### config.mk
export PLATFORM = sky130hd
export DESIGN_NAME = sa_step_controller
export DESIGN_NICKNAME = d
export VERILOG_FILES = /design/src/rtl/sa_ctrl_pkg.sv /design/src/rtl/sa_step_controller.sv
export SDC_FILE = /design/constraint.sdc
export NUM_CORES = 1
export LEC_CHECK = 0
export ABC_AREA = 1
export CORE_AREA = 2 2 48 50
export CTS_BUF_LIST = sky130_fd_sc_hd__clkbuf_2
export CTS_CLUSTER_SIZE = 28
export DETAILED_ROUTE_END_ITERATION = 7
export DIE_AREA = 0 0 50 52
export GPL_TIMING_DRIVEN = 0
export PLACE_DENSITY_LB_ADDON = 0.25
export SETUP_SLACK_MARGIN = 0.05
export SYNTH_ARGS = -nofsm -noshare
export SYNTH_HDL_FRONTEND = slang
export SYNTH_SLANG_ARGS = --single-unit
### constraint.sdc
create_clock -name clk -period 2.2 [get_ports clk]
set_clock_uncertainty 0.15 [all_clocks]
set_input_delay 0.44 -clock clk [delete_from_list [all_inputs] [get_ports clk]]
set_output_delay 0.44 -clock clk [all_outputs]
set_load 0.1 [all_outputs]
### src/rtl/sa_ctrl_pkg.sv
// Shared definitions for the systolic-array step controller, its enable
// decoder and the SA top level.
package sa_ctrl_pkg;

    // Schedule geometry of the 3x3 array.
    localparam int SA_CNT_W        = 4;
    localparam int SA_NUM_STEPS    = 9;
    localparam int SA_DRAIN_CYCLES = 2;

    // Width of the drain counter; covers the full 1..15 drain range.
    localparam int SA_DRAIN_W      = 4;

    // Controller state encoding.
    typedef enum logic [2:0] {
        IDLE  = 3'd0,
        CLEAR = 3'd1,
        RUN   = 3'd2,
        DRAIN = 3'd3,
        OUT   = 3'd4
    } sa_state_e;

endpackage : sa_ctrl_pkg

### src/rtl/sa_step_controller.sv
// Step sequencer for the 3x3 systolic array: clears the accumulators, walks
// the schedule index through 0..NUM_STEPS-1 under in_valid flow control,
// waits out the pipeline drain and offers the result with a valid/ready
// handshake. The enable decoder that consumes cnt lives in the parent.
module sa_step_controller
    import sa_ctrl_pkg::*;
#(
    parameter int CNT_W        = SA_CNT_W,
    parameter int NUM_STEPS    = SA_NUM_STEPS,
    parameter int DRAIN_CYCLES = SA_DRAIN_CYCLES
) (
    input  logic             clk,
    input  logic             rst_n,
    input  logic             start,
    input  logic             in_valid,
    input  logic             out_ready,
    output logic [CNT_W-1:0] cnt,
    output logic             step_en,
    output logic             acc_clr,
    output logic             busy,
    output logic             out_valid,
    output logic             done
);

    // Final schedule index and final drain count, pre-sized for comparison.
    localparam logic [CNT_W-1:0]      LAST_STEP  = CNT_W'(NUM_STEPS - 1);
    localparam logic [SA_DRAIN_W-1:0] DRAIN_LAST = SA_DRAIN_W'(DRAIN_CYCLES - 1);

    sa_state_e               state_q;
    logic [CNT_W-1:0]        cnt_q;
    logic [SA_DRAIN_W-1:0]   drain_q;
    logic                    acc_clr_q;
    logic                    busy_q;
    logic                    out_valid_q;
    logic                    done_q;

    // Sequencer state, schedule/drain counters and all registered outputs.
    always_ff @(posedge clk or negedge rst_n) begin
        if (!rst_n) begin
            state_q     <= IDLE;
            cnt_q       <= '0;
            drain_q     <= '0;
            acc_clr_q   <= 1'b0;
            busy_q      <= 1'b0;
            out_valid_q <= 1'b0;
            done_q      <= 1'b0;
        end else begin
            case (state_q)
                IDLE: begin
                    // done is a single-cycle pulse; it drops in this cycle
                    // even when a back-to-back start is accepted.
                    done_q <= 1'b0;
                    cnt_q  <= '0;
                    if (start) begin
                        state_q   <= CLEAR;
                        acc_clr_q <= 1'b1;
                        busy_q    <= 1'b1;
                    end else begin
                        state_q   <= IDLE;
                        acc_clr_q <= 1'b0;
                        busy_q    <= 1'b0;
                    end
                end
                CLEAR: begin
                    acc_clr_q <= 1'b0;
                    cnt_q     <= '0;
                    state_q   <= RUN;
                end
                RUN: begin
                    // A low in_valid stalls everything; only a high sample
                    // advances the schedule, including on the last step.
                    if (in_valid) begin
                        if (cnt_q == LAST_STEP) begin
                            state_q <= DRAIN;
                            drain_q <= '0;
                        end else begin
                            cnt_q <= cnt_q + CNT_W'(1);
                        end
                    end else begin
                        cnt_q <= cnt_q;
                    end
                end
                DRAIN: begin
                    if (drain_q == DRAIN_LAST) begin
                        state_q     <= OUT;
                        out_valid_q <= 1'b1;
                    end else begin
                        drain_q <= drain_q + SA_DRAIN_W'(1);
                    end
                end
                OUT: begin
                    // Result stays offered until the consumer takes it.
                    if (out_ready) begin
                        state_q     <= IDLE;
                        out_valid_q <= 1'b0;
                        done_q      <= 1'b1;
                        busy_q      <= 1'b0;
                        cnt_q       <= '0;
                    end else begin
                        out_valid_q <= 1'b1;
                    end
                end
                default: begin
                    // Unreachable encodings recover to a clean idle.
                    state_q     <= IDLE;
                    cnt_q       <= '0;
                    drain_q     <= '0;
                    acc_clr_q   <= 1'b0;
                    busy_q      <= 1'b0;
                    out_valid_q <= 1'b0;
                    done_q      <= 1'b0;
                end
            endcase
        end
    end

    // The advance strobe must follow in_valid in the same cycle, so it is
    // the one combinational output.
    assign step_en   = (state_q == RUN) & in_valid;
    assign cnt       = cnt_q;
    assign acc_clr   = acc_clr_q;
    assign busy      = busy_q;
    assign out_valid = out_valid_q;
    assign done      = done_q;

endmodule : sa_step_controller

==> metrics <==
status complete, no violations; CP Buf/Inv Count 1; TritonCTS clock tree done; Unique masters post-synth 23; die area 2600 um2; Static Leak 0.000582 uW; Clk Tree Root Cell clkbuf_2; Final Non-Filler Cells 170; placed cell areas 1090 um2; num ports 14; final core utilization 0.532; CP top delay family buffers and inverters; dpl cells ~170; Starting DRT DRC Count 12; Ys Warns 0; Syn Inst Count between 100 and 150; CTS Buf Count 3; worst slew pin tran 948 ps; CTS max path bufs 2; Max stage delay cell, worst path clkdlybuf4s15_1; Final HPWL DP between 1000 and 1500 um; GRT overflow 0; die height ~52 um; Crit. End Element primary output; FP Rows 17; All-Layer GR Usage 0.170; FMAX 481 MHz; Final TNS setup 0 ps; First-pass DRT Iterations 4; flops & latches, synth 15; die width 50 um; final WL 1800 um; pwr/cell area 1390 nW/um2; postcts setup bufs 0; H-tree depth 1; critical path startpoint category flip-flop; Vias/cell 4.80; Final ANT Viol Nets 0; Routed WL per cell 10.6 um; crit path max fanout 2; clock slew at reported path FFs 140 ps; register area share after synthesis 0.407; hold_buf cts 0; CP Data Required Time roughly 1600 ps; Final Max Tran Viols 0; Final Instance Area 1120 um2; Final GP Congestion approximately 0.74; path type of the worst min-delay path flip-flop to flip-flop; Final period util 0.945; final net count 152; peak supply drop about 950 uV; max cap viols 0; pin count of the biggest net entering global routing 16; CTS Sinks 15; cell area after synthesis 922 um2; drc violations 0; syn avg cell area 7.38 um2; Max transition margin 0.371; IO Port Bufs 13; area of the core 2110 um2; first-pass GRT wire length 3330 um; layout cells sized above 1 0.176; Tmin final 2080 ps; crit-path cells clkdlybuf4s15_1; antenna violations before repair 0; Final Hold Violating Endpoints 0; vias post-DR 816; vias in the first global route 795; final setup violation count 0; Initial Util 0.438; fillers ~210; RSZ-0062 raised after global routing yes; clk_lat worst skew 290 ps; CP arrival 1490 ps; Synth-to-Final Area Change 21.4%; syn nets 134; critical setup path kind flip-flop to primary output; number of diodes 0; largest stage delay on the critical path about 800 ps
## worst reg2reg max path: stages (launching register included)
cell and delay (ps):
dfrtp_1 460, inv_1 70, ha_1 210, nand2_1 70, nor2_1 50, nand2_1 60
nand2_1 70, nor2_2 190, nand2_1 80, nand2_1 60
## where the power goes
group	switching, uW	total, uW	internal, uW	leakage, uW
logic	729	992	263	0.000365
clock network	90.4	139	48.2	0.0000166
registers	80.5	432	351	0.000200
## cell families (layout without fill, tap and decap cells)
family          after synthesis  count (layout)  share of synthesized area
simple gates                 80              80                      0.391
fa+ha+maj                     4               4                     0.0543
xor+xnor                      2               2                     0.0190
compound gates                9               9                     0.0597
flops                        15              15                      0.407
buf+inv                      15              32                     0.0692
## flip-flops by register name, indices dropped and copies added (netlist names)
name,cells
cnt,4
busy,1
out_valid,1
done,1
drain_q,4
state_q,3
acc_clr,1
## path summary, 6_finish.rpt
check / slack, ps / from / cells past startpoint / end
hold / removal: 340 / busy / 2 / busy
min in group asynchronous: 390 / rst_n / 1 / state_q[1]
setup / recovery: 120 / done / 1 / done
max in group asynchronous: 1080 / rst_n / 1 / state_q[0]
setup reg to reg: 700 / cnt[0] / 9 / cnt[2]
hold reg to reg: 340 / busy / 2 / busy
## cells in the final DEF (no fill, tap or decap), drive strengths merged
cell type	count
a31o	1
clkbuf	4
clkinv	1
a21oi	2
nand4	1
o21bai	1
ha	4
xnor2	2
nor2	21
o21ai	5
nand3b	2
buf	2
dfrtp	15
clkdlybuf4s50	4
nand2	45
inv	13
clkdlybuf4s15	8
nand3	11
## stage by stage
stage	hold slack, ps	worst slack, ps	power (uW)
6_report	340	122	1560
5_1_grt	388	28.6	1690
4_1_cts	340	72.3	1560
3_5_place_dp	311	-604	1440
3_3_place_gp	307	-598	1430
2_1_floorplan	-5.59	117	1230
## synth_stat cells (all sizes together)
master	n	area, um2
nand2	45	176
nor2	21	86.3
dfrtp	15	375
inv	13	48.8
nand3	11	72.6
o21ai	5	28.8
ha	4	50.1
a21oi	2	10.0
nand3b	2	18.8
xnor2	2	17.5
a31o	1	8.76
buf	1	11.3
clkinv	1	3.75
nand4	1	6.26
o21bai	1	7.51
## timing repair
action	CTS	global route
endpoints found under the setup margin	9	5
endpoints found under the hold margin	0	0
gates resized for setup	22	6
pin swaps	0	0
## area by class of cell
| type | instances | area, um2 | share of cell area |
|---|---|---|---|
| Buffer | 1 | 11.3 | 0.0101 |
| Clock buffer | 4 | 20.0 | 0.0179 |
| Inverter | 14 | 52.6 | 0.0469 |
| Multi-Input combinational cell | 95 | 485 | 0.434 |
| Sequential cell | 15 | 375 | 0.335 |
| Tap cell | 28 | 35.0 | 0.0313 |
| Timing Repair Buffer | 13 | 140 | 0.125 |
## layer usage
layer / wire length (um) / vias up / track usage
met5: 0 / - / 0
met2: 806 / 11 / 0.272
li1: - / 427 / -
met4: 25 / 0 / 0.0833
met1: 916 / 374 / 0.217
met3: 47 / 4 / 0.0345
No activity file was read; power rests on OpenSTA's default activity.
